`config.mk`:
```
export PLATFORM = sky130hd
export DESIGN_NAME = propagate32_unit
export DESIGN_NICKNAME = d
export VERILOG_FILES = /design/src/rtl/propagate32_unit_pkg.sv /design/src/rtl/propagate32_unit_group4.sv /design/src/rtl/propagate32_unit.sv
export SDC_FILE = /design/constraint.sdc
export NUM_CORES = 1
export LEC_CHECK = 0
export ABC_AREA = 1
export BUFFER_PORTS_ARGS = -buffer_cell sky130_fd_sc_hd__clkbuf_2
export CAP_MARGIN = 20
export CELL_PAD_IN_SITES_DETAIL_PLACEMENT = 1
export CELL_PAD_IN_SITES_GLOBAL_PLACEMENT = 1
export CORE_ASPECT_RATIO = 0.6
export CORE_MARGIN = 5
export CORE_UTILIZATION = 25
export DETAILED_ROUTE_END_ITERATION = 7
export PLACE_DENSITY_LB_ADDON = 0.15
export SYNTH_ARGS = -nofsm -noshare
export SYNTH_HDL_FRONTEND = slang
export SYNTH_SLANG_ARGS = --single-unit
```
`constraint.sdc`:
```
create_clock -name clk -period 1 [get_ports clk]
set_clock_uncertainty 0.15 [all_clocks]
set_input_delay 0.1 -clock clk [delete_from_list [all_inputs] [get_ports clk]]
set_output_delay 0.1 -clock clk [all_outputs]
set_load 0.05 [all_outputs]
```
`src/rtl/propagate32_unit_pkg.sv`:
```
// -----------------------------------------------------------------------------
// propagate32_unit_pkg
//   Shared ALU constants for the carry-lookahead front end.
//   WIDTH : operand width
//   GRP   : bits per lookahead group
//   NG    : number of lookahead groups (WIDTH / GRP)
//   Also provides a bundle type for the registered outputs.
// -----------------------------------------------------------------------------
`timescale 1ns/1ps
package propagate32_unit_pkg;

  localparam int WIDTH = 32;
  localparam int GRP   = 4;
  localparam int NG    = WIDTH / GRP;

  // Everything the output register stage holds, kept together so the
  // capture and reset paths stay in lock-step.
  typedef struct packed {
    logic [WIDTH-1:0] p;
    logic [WIDTH-1:0] g;
    logic [NG-1:0]    gp;
    logic [NG-1:0]    gg;
  } pg_bundle_t;

  // Zero value used by the reset path of the output registers.
  function automatic pg_bundle_t pg_bundle_zero();
    pg_bundle_t z;
    z.p  = '0;
    z.g  = '0;
    z.gp = '0;
    z.gg = '0;
    return z;
  endfunction

endpackage

```
`src/rtl/propagate32_unit_group4.sv`:
```
// -----------------------------------------------------------------------------
// propagate_group4
//   One lookahead group slice: bit propagate/generate plus group
//   propagate/generate for the next lookahead level.
//   Ports:
//     a_i, b_i : GRP-bit operand slices
//     p_o      : bit propagate, a | b
//     g_o      : bit generate,  a & b
//     gp_o     : group propagate, AND of all p bits in the slice
//     gg_o     : group generate,  carry out of the slice assuming carry-in 0
// -----------------------------------------------------------------------------
`timescale 1ns/1ps
module propagate_group4
  import propagate32_unit_pkg::*;
#(
  parameter int GW = GRP
) (
  input  logic [GW-1:0] a_i,
  input  logic [GW-1:0] b_i,
  output logic [GW-1:0] p_o,
  output logic [GW-1:0] g_o,
  output logic          gp_o,
  output logic          gg_o
);

  logic [GW-1:0] p_bits;
  logic [GW-1:0] g_bits;

  assign p_bits = a_i | b_i;
  assign g_bits = a_i & b_i;

  assign p_o  = p_bits;
  assign g_o  = g_bits;
  assign gp_o = &p_bits;

  // Sum-of-products form: g[j] contributes when every p above it in the
  // slice lets it through. For GW=4 this expands to
  // g3 | p3&g2 | p3&p2&g1 | p3&p2&p1&g0.
  always_comb begin
    logic term;
    gg_o = 1'b0;
    term = 1'b0;
    for (int j = 0; j < GW; j++) begin
      term = g_bits[j];
      for (int k = j + 1; k < GW; k++) begin
        term = term & p_bits[k];
      end
      gg_o = gg_o | term;
    end
  end

endmodule

```
`src/rtl/propagate32_unit.sv`:
```
// -----------------------------------------------------------------------------
// propagate32_unit
//   Carry-lookahead propagate/generate front end for the ALU adder.
//   Combinational outputs feed same-cycle adder logic; registered copies
//   (one cycle latency, no enable) feed pipelined consumers.
//   Ports:
//     clk    : rising-edge clock
//     reset  : synchronous active-high, clears registered outputs only
//     a, b   : operands
//     p, g   : bit propagate (a|b) / generate (a&b), combinational
//     gp, gg : group propagate / generate, combinational
//     p_r, g_r, gp_r, gg_r : registered copies of the above
// -----------------------------------------------------------------------------
`timescale 1ns/1ps
module propagate32_unit
  import propagate32_unit_pkg::*;
(
  input  logic             clk,
  input  logic             reset,
  input  logic [WIDTH-1:0] a,
  input  logic [WIDTH-1:0] b,
  output logic [WIDTH-1:0] p,
  output logic [WIDTH-1:0] g,
  output logic [NG-1:0]    gp,
  output logic [NG-1:0]    gg,
  output logic [WIDTH-1:0] p_r,
  output logic [WIDTH-1:0] g_r,
  output logic [NG-1:0]    gp_r,
  output logic [NG-1:0]    gg_r
);

  // WIDTH must be a multiple of GRP; NG is derived by integer division.

  genvar gi;
  generate
    for (gi = 0; gi < NG; gi++) begin : g_grp
      propagate_group4 #(
        .GW (GRP)
      ) u_grp (
        .a_i  (a[GRP*gi +: GRP]),
        .b_i  (b[GRP*gi +: GRP]),
        .p_o  (p[GRP*gi +: GRP]),
        .g_o  (g[GRP*gi +: GRP]),
        .gp_o (gp[gi]),
        .gg_o (gg[gi])
      );
    end
  endgenerate

  pg_bundle_t pg_d;
  pg_bundle_t pg_q;

  always_comb begin
    pg_d    = pg_bundle_zero();
    pg_d.p  = p;
    pg_d.g  = g;
    pg_d.gp = gp;
    pg_d.gg = gg;
  end

  // Reset wins over capture on the same edge.
  always_ff @(posedge clk) begin
    if (reset) begin
      pg_q <= pg_bundle_zero();
    end else begin
      pg_q <= pg_d;
    end
  end

  assign p_r  = pg_q.p;
  assign g_r  = pg_q.g;
  assign gp_r = pg_q.gp;
  assign gg_r = pg_q.gg;

endmodule

```
After elaboration in Yosys (flattened, before gate mapping) --
Index checks and enable logic that the tools add are counted.
Cells by class: bitwise gates (word level) 88, reduce and logical (&&, ||, !) cells 8
Operator list (count):
- bitwise AND 1 bit | 48
- bitwise AND 4 bit | 8
- OR 4 bit | 8
- AND reduction 4 bit | 8
- OR 1 bit | 24
Word-level totals: bits in registers 80, bits of input ports 66, output and inout port bits 160, logic and storage cells 100

Logic depth before layout (Yosys ltp) --
Gate-level depths: netlist of the first run.
depth after elaboration 7, mapped depth 5

Modules after synthesis --
Synthesis of the first run repeated with hierarchy kept, for this count alone.
Second synthesis, totals: cells, all modules 433, area, all modules 3124.2 um^2
Modules (own cells, without submodules):
- propagate32_unit | instances 1, cells an instance 249, area each 2303.5 um^2, sequential area each 1601.5 um^2
- propagate_group4 | instances 8, cells an instance 23, area each 102.6 um^2, sequential area each 0.0 um^2

Worst setup path before layout of the first run --
No wires, ideal clock.
path type input to output, start point input a[3], end point output gg[0], arrival time 1019 ps, data required time 750 ps, slack -269 ps, stages on the path 5, path buffers 1, cells stage by stage nand2_1 -> clkinv_1 -> nor2_2 -> nand2_1 -> buf_4
On the way: elaborated cells on any way between the ends 8
RTL lines:
- start, declared | RTL line propagate32_unit.sv:20 | input logic [WIDTH-1:0] a,
- bitwise AND 4 bit | RTL line propagate32_unit_group4.sv:30 | assign g_bits = a_i & b_i;
- named net g[3] | RTL line propagate32_unit.sv:23 | output logic [WIDTH-1:0] g,
- OR 1 bit | RTL line propagate32_unit_group4.sv:48 | gg_o = gg_o | term;
- end, declared | RTL line propagate32_unit.sv:25 | output logic [NG-1:0] gg,
The timed path passes the listed nets, and every way through them passes these cells.

Final worst setup path of the first run --
start point input a[15], end point output gg[3]
On the way: longest elaborated chain between the ends 5, elaborated cells on any way between the ends 8
RTL lines:
- OR 4 bit | RTL line propagate32_unit_group4.sv:29 | assign p_bits = a_i | b_i;
- bitwise AND 1 bit | RTL line propagate32_unit_group4.sv:46 | term = term & p_bits[k];
- OR 1 bit (2 in a row) | RTL line propagate32_unit_group4.sv:48
- OR 1 bit (*) | RTL line propagate32_unit_group4.sv:48
Every way passes the cells marked *; elsewhere a longest branch is shown, timed or not.

==> summary by stage, run 1 <==
Routing
Summed over all layers, the routed wires come to 19100 µm. The number of nets still failing antenna checks after routing is 0. The first TritonRoute pass finished after 4 iterations. For this block, the via count after detailed routing is 3833. The first routing iteration left 106 violations.

The average vias per placed instance is 4.28. After detailed routing, the number of remaining DRC violations is 0. After detailed routing, the average wire length per cell comes to 21.4 µm.

Logic synthesis
The top-area cell type share of the netlist area is 52.5%. The cell type contributing the most total cell area after synthesis is sky130_fd_sc_hd__dfxtp_1. The average cell area after synthesis is 8.09 µm². The synthesized design contains 80 register bits.

For this run, the register share of the synthesized area comes to 52.5%. Synthesis produced a netlist with a net count of 443. The netlist area before placement is 0.00305 mm². Ranked by total cell area, the synthesized netlist is headed by sky130_fd_sc_hd__dfxtp_1 53%, sky130_fd_sc_hd__nor2_1 12%, sky130_fd_sc_hd__inv_1 7.5%. In the synthesized netlist, the number of instances is 377.

The warning count from the yosys run is 0. In this run, distinct cell masters in the synthesized netlist total 16.

Power and ir drop
The internal power is 7350 µW. Per report_power, the clock group accounts for 29.1% of the total. The analysis attributes to cell leakage a power of 0.00410 µW. The combinational power share is 39.6%. The power per standard cell area is 1340 mW/mm². For this design the total switching power over the nets is 4030 µW.

The share of total power dissipated in sequential elements is 31.3%. Across the VDD grid, the largest voltage drop is 0.879 mV. The switching share of power is 35.4%.

Die
The I/O pin count is 226. The floorplan step set the die width to 153 µm. The area of the placeable core is 0.0120 mm². The initial standard-cell utilization of the core is 25.4%. The die covers 0.0146 mm².

The standard-cell row count is 31. From bottom edge to top edge, the die measures 95.5 µm.

Job
Max-cap violations in this run came to 0.

Timing
The minimum hold slack is -0.00965 ns. The final critical-path required period is 1.14 ns. Headroom to the max-slew limit came out at 79.2%. The number of pins with negative max-slew slack in the final report is 0. Setup repair after global routing could not meet its margin everywhere. The number of setup violations in the final report is 111. The final-report hold violation count came to 2. The summed negative setup slack over all endpoints is -8.08 ns. Once routing completed, OpenROAD measured the worst setup slack at -0.142 ns. For this run, the top clock speed supported by timing is 0.876 GHz.

At the pin with the least slew margin, the transition time is 0.314 ns. The final critical path takes up 114% of the cycle.

Worst hold path
The worst hold path was traced through 4 stages. The startpoint of the most critical hold path is b[24]. In this run the worst hold path is classified as in -> reg. The path with the worst hold slack has its endpoint at g_r[24].

Global route
The total overflow reported by the global router is 0. The first global-routing pass estimated 24900 µm of wire. The number of antenna violations at the first check in global routing is 0. The overall global routing resource usage is 22.0%. Entering global routing, the biggest net connects 30 pins. The number of global-route vias before repair is 4317.

Setup path
The arrival time reported for the critical path endpoint is 0.89 ns. The critical path goes through buf_8 -> nor2_4 -> nor2_2 -> nor2_2 -> nand2_2 -> buf_8. The sort of element at the start of the critical path is a primary input.

The worst-path maximum fanout is 3. Among all stages on the critical path, the largest delay is contributed by sky130_fd_sc_hd__nor2_4. STA classifies the critical path endpoint as an output pin. The category of the critical setup timing path is in -> out. For this run, the slowest stage of the critical path takes 0.18 ns. At the worst endpoint, the required time is 0.75 ns.

Final layout
The antenna diode count is 0. After routing the design area is 0.00849 mm². Of the cells placed in the final design, the portion with a size suffix greater than 1 is 74.8%. The area added between synthesis and finish is 178%. After the last flow step, the layout net total stands at 792. Cells fill 70.8% of the core in the end.

Placed design
The congestion estimate from routability-driven global placement came to 0.786. The wire-length estimate of the detail-placed layout is 9380 µm. Input and output buffers added on the ports amount to 225.

Summing all placed instances gives a cell area of 0.00509 mm².

Clocking
In this run, CTS created clock tree buffers numbering 9. The tree is rooted in a sky130_fd_sc_hd__clkbuf_16. The clock input transition at the sequential cells of the worst setup and hold paths is 0.06 ns. Clock tree synthesis found a total of 80 sinks. Counting along the longest clock path gives a buffer depth of 2. CTS built an H-tree with a depth of 3. The clock tree from TritonCTS is done.

Run status
The checks that failed: hold timing, setup timing. The flow ran to the end, but the final reports show violations.
-- cells in the final DEF, fill, tap and decap left out, types with 6 or more instances in the layout --
cell                            netlist  layout
sky130_fd_sc_hd__nor3_2               8       8
sky130_fd_sc_hd__or2_4                8       8
sky130_fd_sc_hd__nor2_1              99      64
sky130_fd_sc_hd__buf_4               16     105
sky130_fd_sc_hd__nor2_2              11      10
sky130_fd_sc_hd__dlygate4sd3_1        0      30
sky130_fd_sc_hd__buf_8                0      36
sky130_fd_sc_hd__nand2_2              0      13
sky130_fd_sc_hd__nand2_1             56      28
sky130_fd_sc_hd__clkinvlp_4           0       7
sky130_fd_sc_hd__clkbuf_16            0      81
sky130_fd_sc_hd__clkbuf_2             0      51
sky130_fd_sc_hd__clkbuf_4             0      14
sky130_fd_sc_hd__nor2_4              10      46
sky130_fd_sc_hd__nand2_4              0      10
sky130_fd_sc_hd__buf_12               0      13
sky130_fd_sc_hd__dfxtp_2              0      80
sky130_fd_sc_hd__inv_1               61      51
sky130_fd_sc_hd__buf_6                2      30
sky130_fd_sc_hd__nand3_2              5       6
-- through the flow --
stage	power [µW]	setup WS, ns	cells	hold WS [ns]
2_1_floorplan	5490	-0.0575	377	0.0675
3_3_place_gp	6450	-0.164	817	0.229
3_5_place_dp	6490	-0.191	817	0.238
4_1_cts	10900	-0.101	881	-0.0321
5_1_grt	11800	-0.181	896	-0.00470
6_report	11400	-0.142	896	-0.00965
-- routing by layer --
layer | vias up | track usage (%) | part of all wire [%]
met4 | 0 | 6.67 | 2.2
met5 | - | 0 | 0
met2 | 154 | 43.0 | 55
li1 | 1787 | - | -
met1 | 1866 | 21.9 | 36
met3 | 26 | 8.62 | 7.2
-- cell type report --
cell class / count / area (µm²)
clock inverter: 6 / 60.1
multi-input combinational: 208 / 1520
sequential: 80 / 1700
fill: 1220 / 3500
timing repair buffer: 363 / 4500
tap: 165 / 206
inverter: 64 / 270
clock buffer: 10 / 229
-- worst max-delay path by stage --
stage | startpoint | end
6_report | a[15] | gg[3]
3_5_place_dp | a[11] | gg[2]
2_1_floorplan | a[19] | gg[4]
4_1_cts | g_r[24] | g_r[24]
5_1_grt | a[15] | gg[3]
3_3_place_gp | b[19] | gg[4]
-- power by group through the flow --
stage / sequential, µW / combinational (µW) / clock, µW
global placement: 3490 / 2970 / 0
CTS: 3530 / 4040 / 3320
finish: 3560 / 4510 / 3310
floorplan: 4140 / 1350 / 0
detailed placement: 3490 / 3000 / 0
global route: 3570 / 4660 / 3520
-- synthesized netlist by cell type --
master and instances:
sky130_fd_sc_hd__nor2_1 99, sky130_fd_sc_hd__dfxtp_1 80, sky130_fd_sc_hd__inv_1 61, sky130_fd_sc_hd__nand2_1 56, sky130_fd_sc_hd__buf_4 16, sky130_fd_sc_hd__nor2_2 11
sky130_fd_sc_hd__nor2_4 10, sky130_fd_sc_hd__nor3_2 8, sky130_fd_sc_hd__or2_4 8, sky130_fd_sc_hd__buf_2 7, sky130_fd_sc_hd__a21oi_1 5, sky130_fd_sc_hd__nand3_2 5
sky130_fd_sc_hd__a21oi_2 3, sky130_fd_sc_hd__clkinv_1 3, sky130_fd_sc_hd__nand3_1 3, sky130_fd_sc_hd__buf_6 2
-- sequential cells by signal, summed over array words and instances, names as in the netlist --
register  flops
g_r          32
gp_r          8
p_r          32
gg_r          8
-- worst max-delay path: cells and delay by family --
| family | cells | cell delay (ns) |
|---|---|---|
| simple gates | 4 | 0.52 |
| buf+inv | 2 | 0.26 |
-- cells by family (layout without fill, tap and decap cells) --
family / Yosys count / in the layout / share of synthesized area, %
AOI/OAI and AO/OA: 8 / 8 / 1.68
and+or+nand+nor: 200 / 200 / 32.1
DFF: 80 / 80 / 52.5
buffers and inverters: 89 / 443 / 13.7
-- repair_timing --
action                                  CTS  global route
buffers inserted                         15            15
resized for setup                       435           211
endpoints found under the setup margin  120           153
hold endpoints to repair                 40             7
hold buffers                             33             5
pin swaps                                27            52
No activity file was read; power rests on OpenSTA's default activity.
==> run 2, diff against run 1 <==
- clock period: 1 -> 1.2 ns (I/O delays scaled with it)
==> run 2 against run 1 <==
The run now ends clean. Routed wire length shrank 41%. Clock power is 6.3% lower. Design area shrank 35%. Flip-flop and latch count did not move. Global-route usage shrank 6.5 points. Critical path type is now reg -> out. Largest cell class unchanged.
==> summary by stage, run 2 (same netlist as run 1, synthesis figures left out) <==
Setup path
The cell family contributing the most delay on the critical path is flip-flops. Together, buffers and inverters on the worst path number 1. The sort of element at the start of the critical path is a register. The type of element capturing the critical path is an output pin. For the worst setup path, the data required time is 0.93 ns. Walking the worst path, the cells encountered are buf_2. At the worst endpoint, the arrival time is 0.89 ns.

The library cell contributing the largest single delay on the critical path is sky130_fd_sc_hd__dfxtp_1. In this run the number of cells on the critical path is 1. For this run, the slowest stage of the critical path takes 0.31 ns.

The critical path is of the reg -> out type. Of all nets on the critical path, the largest fanout is 1.

Routing
In the routed design, unresolved DRC markers number 0. The detailed-route wire length per cell is 13.6 µm. In this run, the number of DRC markers left after iteration 0 of detailed routing was 70.

The first-pass detailed-route iteration total is 4. The number of nets still failing antenna checks after routing is 0. The total number of vias is 3348. The average vias per placed instance is 4.00.

For this block, the routed nets add up to 11400 µm of wire.

Die
In this run the horizontal extent of the chip is 153 µm. For this configuration, the core starts out at a cell density of 25.4%. The area of the die is 0.0146 mm². The area of the placeable core is 0.0120 mm². The height of the die is 95.5 µm. 226 I/O pins were placed. After floorplanning, the core was divided into 31 placement rows.

Clocking
The cell sitting at the root of the clock tree is a sky130_fd_sc_hd__clkbuf_16. The number of clock buffers added by TritonCTS is 9. Counting every sink on the clock net gives 80. In this run the number of H-tree levels came out at 3. Buffers added to address setup during post-CTS repair amount to 0.

The clock input transition at the sequential cells of the worst setup and hold paths is 0.06 ns. No sink is reached through more buffers than the 2 on the longest clock path. The clock tree from TritonCTS is done.

Worst hold path
The tightest min-delay check is of the in -> reg type. Counting instances, the worst hold path has a depth of 4. The startpoint of the most critical hold path is b[20]. For hold timing, the worst endpoint is g_r[20].

Final layout
At the end of the flow, the number of nets in the layout was 734. The library cell used most frequently in the layout, excluding fill and tap cells, is sky130_fd_sc_hd__clkbuf_2. Of the cells placed in the final design, the portion with a size suffix greater than 1 is 48.6%. The number of antenna diodes in the final layout is 0.

The cell area after layout is 0.00551 mm². Compared with the post-synthesis result, the final layout area differs by 80.6%. In the layout the commonest cells are 130 x sky130_fd_sc_hd__clkbuf_2, 92 x sky130_fd_sc_hd__nor2_1, 80 x sky130_fd_sc_hd__dfxtp_1. The number of fill cells in the layout is 1525.

Placed design
The congestion estimate from routability-driven global placement came to 0.775. The placement-stage cell area is 0.00450 mm². The count of buffers added on input and output ports is 225.

Detailed placement ended at an HPWL of 8910 µm.

Power and ir drop
Summed over all nets, the switching power comes to 2820 µW. The clock network burns 37.0% of the power. Of the total power, combinational logic draws 28.9%. The internal power is 5550 µW. Across the VDD grid, the largest voltage drop is 0.635 mV. In this run the static leakage power is 0.00302 µW. The switching share of power is 33.7%. The part of the power in registers is 34.1%.

The power per standard cell area is 1520 mW/mm².

Run status
The flow ran to the end, and the final reports show no timing, DRC or antenna violations.

Timing
The number of setup violations in the final report is 0. The number of pins with negative max-slew slack in the final report is 0. The maximum clock frequency is 0.859 GHz.

The minimum hold slack is 0.0151 ns. Counting I/O delays and the setup requirement, the final critical path takes 1.16 ns. The final-report hold violation count is 0. For the pin with the worst max-slew slack, the measured transition is 0.369 ns. The final period utilization is 97.0%. In this run the tightest slew margin relative to its limit is 75.3%.

Job
The total of max-cap violations is 0.

Global route
The first global-routing pass estimated 18100 µm of wire. The overall global routing resource usage is 15.6%. The number of antenna violations at the first check in global routing is 0. The total overflow reported by the global router is 0. The number of global-route vias before repair is 3577. The maximum number of pins on one net before global-route repair is 41.
run 2: power groups by stage:
stage,Clock [µW],Sequential (µW),Combinational [µW]
finish,3100,2850,2420
global route,3350,2860,2570
CTS,3230,2850,2400
detailed placement,0,2910,2230
global placement,0,2900,2210
floorplan,0,3450,1080
run 2: how the worst max path moves through the flow:
| stage | startpoint | endpoint | slack, ns |
|---|---|---|---|
| floorplan | a[7] | gg[1] | 0.06 |
| global placement | b[14] | gp[3] | 0.01 |
| detailed placement | b[26] | gp[6] | 0.007 |
| CTS | g_r[16] | g_r[16] | -0.0000009 |
| global route | g_r[6] | g_r[6] | -0.0005 |
| finish | g_r[13] | g_r[13] | 0.04 |
run 2: what timing repair did:
item	in CTS	in global routing
resized for setup	49	81
setup endpoints to repair	48	51
pin swaps	0	5
endpoints found under the hold margin	47	0
hold buffers	47	0
run 2: metal layers:
layer  track usage, %  vias up  part of all wire [%]
met1             17.9     1529                    42
met5                0        -                     0
li1                 -     1674                     -
met3             7.85       13                    10
met2             26.3      132                    46
met4             3.56        0                   1.2
run 2: layout make-up:
type / instances / area [µm²] / area share (%)
Timing Repair Buffer: 305 / 2070 / 37.5
Tap cell: 165 / 206 / 3.75
Sequential cell: 80 / 1600 / 29.1
Multi-Input combinational cell: 208 / 1050 / 19.1
Clock buffer: 11 / 233 / 4.23
Clock inverter: 5 / 105 / 1.91
Inverter: 64 / 244 / 4.43
run 2: metrics by stage:
step	instances	utilization, %	power, µW	TNS, ns	setup WS, ns
after floorplan	377	-	4530	0	0.0600
after global placement	775	37.5	5120	0	0.0146
after detailed placement	775	37.5	5140	0	0.00682
after CTS	838	45.3	8490	0	-0.000000888
after global routing	838	46.0	8780	-0.000813	-0.000454
final	838	46.0	8370	0	0.0355
==> run 3, diff against run 2 <==
--- a/config.mk
+++ b/config.mk
@@ -14,3 +14,3 @@
 export CORE_MARGIN = 5
-export CORE_UTILIZATION = 25
+export CORE_UTILIZATION = 24
 export DETAILED_ROUTE_END_ITERATION = 7
==> constraint.sdc (replaced) <==
create_clock -name clk -period 0.9 [get_ports clk]
set_clock_uncertainty 0.15 [all_clocks]
set_input_delay 0.18 -clock clk [delete_from_list [all_inputs] [get_ports clk]]
set_output_delay 0.18 -clock clk [all_outputs]
set_load 0.05 [all_outputs]
==> run 3 against run 2 <==
The flow now stops in global routing (5_1_grt). Area after synthesis stayed put. Synthesized cell count stayed put.
==> summary by stage, run 3 <==
Logic synthesis
Sorting the synthesized cells by area gives the leading types as sky130_fd_sc_hd__dfxtp_1 53%, sky130_fd_sc_hd__nor2_1 12%, sky130_fd_sc_hd__inv_1 7.5%. The portion of the post-synthesis area used by sequential elements is 52.5%. The warning count from the yosys run is 0. Of all flip-flops after synthesis, the portion carrying an async set or reset was 0%. The most used flip-flop cell after synthesis is sky130_fd_sc_hd__dfxtp_1. In the synthesized netlist, the cells that appear most often are 99 x sky130_fd_sc_hd__nor2_1, 80 x sky130_fd_sc_hd__dfxtp_1, 61 x sky130_fd_sc_hd__inv_1. In this run, synthesis produced a sequential element count of 80.

The synthesized netlist devotes 0% of its cell area to adder and majority cells. The number of library cell types mapped by synthesis is 16. The number of nets handed over by synthesis was 443. The synthesized netlist devotes 1.68% of its cell area to compound gates.

Counting flops with a built-in enable in the synthesized netlist gives 0. Synthesis produced 377 cells. Yosys instantiated no cell more often than sky130_fd_sc_hd__nor2_1. After synthesis, the share of cell area in mux cells is 0%. The parity-gate share of the synthesized area counting xor and xnor cells is 0%. The cell type contributing the most total cell area after synthesis is sky130_fd_sc_hd__dfxtp_1. The top-area cell type share of the netlist area is 52.5%. The dominant combinational cell family by area after synthesis is simple AND/OR/NAND/NOR gates.

The netlist area before placement is 0.00305 mm². The basic-gate share of the synthesized area counting and, or, nand and nor cells is 32.1%. The average cell area after synthesis is 8.09 µm².

Placed design
After legalization and detailed placement, the total HPWL measured 10300 µm. The number of buffer cells added on primary ports is 225. Including well taps, the total number of placed cells is 822. The final weighted congestion in routability-driven placement is 0.818.

Run status
It got as far as global routing (5_1_grt) and failed there. The flow did not finish. The tool reported: "[ERROR DPL-0033] detailed placement checks failed during check placement".

Die
The die is 156 µm wide. Measured along the y axis, the die boundary spans 97.3 µm. The initial utilization of the core area, before any placement, comes to 24.9%.

Pin placement for this block handled 226 I/O pins. The standard-cell row count is 31.

Clocking
The count of clock tree sinks is 80. The number of H-tree levels is 3. The master cell of the clock root buffer is sky130_fd_sc_hd__clkbuf_16. The total clock buffers created by CTS is 9. The buffer levels on the longest clock path is 2.

Global route
The number of antenna violations at the first check in global routing is 0. The maximum number of pins on one net before global-route repair is 31.

Timing
The type of pin the worst path ends at is a primary output. The worst endpoint after global-route timing repair is gp[1].
[run 3: logic make-up after synthesis]
| logic type | after synthesis |
|---|---|
| AOI/OAI and AO/OA | 8 |
| DFF | 80 |
| and+or+nand+nor | 200 |
| buffers and inverters | 89 |
[run 3: timing repair]
action                                 4_1_cts
setup endpoints to repair                  160
pin swaps                                   57
hold buffers                                 5
endpoints found under the hold margin        7
gates resized for setup                    515
buffers inserted                            33
[run 3: through the flow]
| step | setup TNS (ns) | utilization (%) | area (µm²) | worst slack [ns] | hold slack [ns] |
|---|---|---|---|---|---|
| after floorplan | -4.36 | - | 3410 | -0.312 | 0.140 |
| after CTS | -35.20 | 76.2 | 9340 | -0.318 | -0.0465 |
| after global placement | -23.14 | 49.2 | 6030 | -0.455 | 0.288 |
| after detailed placement | -26.17 | 49.2 | 6030 | -0.466 | 0.312 |
==> run 4, diff against run 3 <==
- CELL_PAD_IN_SITES_DETAIL_PLACEMENT: 1 -> default
- CELL_PAD_IN_SITES_GLOBAL_PLACEMENT: 1 -> default
- CORE_ASPECT_RATIO: 0.6 -> default
- CORE_UTILIZATION: 24 -> 20
- clock period: 0.9 -> 1.2 ns (I/O delays scaled with it)
==> run 4 against run 3 <==
The flow now finishes, with violations (setup timing).
==> summary by stage, run 4 (same netlist as run 1, synthesis figures left out) <==
Run status
The run finished, with violations left. The final reports fail on setup timing.

Clocking
No sink is reached through more buffers than the 2 on the longest clock path. The count of clock tree sinks is 80. The clock input transition at the sequential cells of the worst setup and hold paths is 0.06 ns.

The clock tree from TritonCTS is done. Buffers inserted during clock tree synthesis total 9. The number of H-tree levels is 3. The master cell of the clock root buffer is sky130_fd_sc_hd__clkbuf_16.

Setup path
The sort of element at the start of the critical path is a primary input. The largest stage delay on the critical path is 0.18 ns. The required time of the worst setup path is 0.81 ns. The category of the critical setup timing path is in -> out. The arrival time reported for the critical path endpoint is 1.00 ns. Walking the worst path, the cells encountered are buf_8 -> nor2_4 -> nor2_2 -> nor2_2 -> nand2_1 -> buf_8. The worst-path maximum fanout is 3.

The type of element capturing the critical path is an output pin. The slowest stage of the critical path belongs to the cell sky130_fd_sc_hd__nor2_4.

Placed design
During placement, the flow inserted port buffers numbering 225. The placement-stage cell area is 0.00550 mm². After legalization and detailed placement, the total HPWL measured 8620 µm. Including well taps, the total number of placed cells is 851.

The final weighted congestion in routability-driven placement is 0.767.

Routing
Summed over all layers, the routed wires come to 13100 µm. The average vias per placed instance is 3.96. After detailed routing, the number of remaining DRC violations is 0.

The routed layout has 3593 vias. The DRC violation total after the first TritonRoute iteration is 50. The first-pass detailed-route iteration total is 4. After detailed routing, the average wire length per cell comes to 14.4 µm. The number of nets still failing antenna checks after routing is 0.

Timing
The number of pins with negative max-slew slack in the final report is 0. Setup violations remaining at the end of the flow were counted as 89. Setup slack on the critical path of the routed design comes to -0.187 ns. The maximum clock frequency is 0.721 GHz.

The final critical-path required period is 1.39 ns. The actual transition at the worst max-transition pin is 0.284 ns. Setup repair after global routing could not meet its margin everywhere. The final-report hold violation count is 0.

The final period utilization is 116%. The headroom to the max-slew limit is 81.1%. The minimum hold slack is 0.0499 ns.

Power and ir drop
The switching share of power is 32.7%. Summed over all nets, the switching power comes to 3160 µW. The combinational power share is 38.9%. The clock network is responsible for 30.6% of the overall power.

VDD sags by at most 0.761 mV. The static leakage power is 0.00421 µW. Of the total power, registers draw 30.5%. Cell internal power was estimated by the tool at 6510 µW. The power per standard cell area is 1100 mW/mm².

Die
The I/O pin count is 226. Once the floorplan was initialized, standard cells occupied 20.2% of the core. The area of the placeable core is 0.0151 mm². In this run the core area contains 45 standard-cell rows. The height of the die is 133 µm. The area of the die is 0.0178 mm². The die width is 133 µm.

Job
The total of max-cap violations is 0.

Final layout
The area added between synthesis and finish is 189%. The antenna diode count is 0. Excluding fillers, the count of instances in the completed layout stands at 908.

The share of layout cells above drive strength 1 is 80.8%. The finished cells cover 0.00881 mm². The leading cell type in the layout, fill and taps excluded is sky130_fd_sc_hd__buf_4.

Leaving out fill and tap cells, the most frequent cells in the layout are 104 x sky130_fd_sc_hd__buf_4, 80 x sky130_fd_sc_hd__dfxtp_2, 74 x sky130_fd_sc_hd__clkbuf_16. The final layout net count is 781.

Worst hold path
The worst hold path class is in -> reg.

Global route
The maximum number of pins on one net before global-route repair is 48. The first global-routing pass estimated 19300 µm of wire. The number of global-route vias before repair was 3840. The total overflow reported by the global router is 0.

The number of antenna violations at the first check in global routing is 0. Global routing used 13.7% of the available tracks across all layers.
[run 4: metal layers]
metal | up-vias | share of wire, % | track usage, %
li1 | 1769 | - | -
met1 | 1669 | 34 | 13.3
met2 | 135 | 56 | 26.0
met3 | 20 | 8.0 | 5.21
met4 | 0 | 2.3 | 5.77
met5 | - | 0 | 0
[run 4: power by group through the flow]
| stage | clock network [µW] | registers (µW) | logic (µW) |
|---|---|---|---|
| floorplan | 0 | 3450 | 1160 |
| global route | 3190 | 2960 | 3910 |
| detailed placement | 0 | 2910 | 2630 |
| CTS | 3070 | 2940 | 3490 |
| global placement | 0 | 2910 | 2630 |
| finish | 2960 | 2950 | 3760 |
[run 4: final cells by class]
cell class	count	area, µm²
sequential	80	1700
clock buffer	10	239
timing repair buffer	352	4810
tap	188	235
inverter	64	283
clock inverter	6	82.6
fill	1175	6280
multi-input combinational	208	1460
[run 4: what timing repair did]
| item | CTS | global route |
|---|---|---|
| cloned | 0 | 0 |
| endpoints found under the setup margin | 135 | 145 |
| pin swaps | 37 | 58 |
| resized for setup | 479 | 182 |
| setup buffers | 22 | 21 |
| hold buffers | 2 | 0 |
| endpoints found under the hold margin | 2 | 0 |
[run 4: worst paths after layout]
kind	startpoint	end	slack [ns]	depth (start not counted)
setup / recovery	b[15]	gg[3]	-0.19	6
hold / removal	a[11]	p_r[11]	0.05	3
[run 4: through the flow]
stage	TNS, ns	power (µW)	util, %	setup WS [ns]
floorplan	-1.13	4620	-	-0.137
global placement	-5.99	5540	36.4	-0.258
detailed placement	-6.09	5550	36.4	-0.280
CTS	-5.15	9490	54.9	-0.173
global route	-6.18	10100	58.4	-0.218
finish	-2.94	9670	58.4	-0.187
[run 4: worst max-delay path, delay by kind of cell]
family	cells	cell delay [ns]
buffers and inverters	2	0.27
and+or+nand+nor	4	0.48
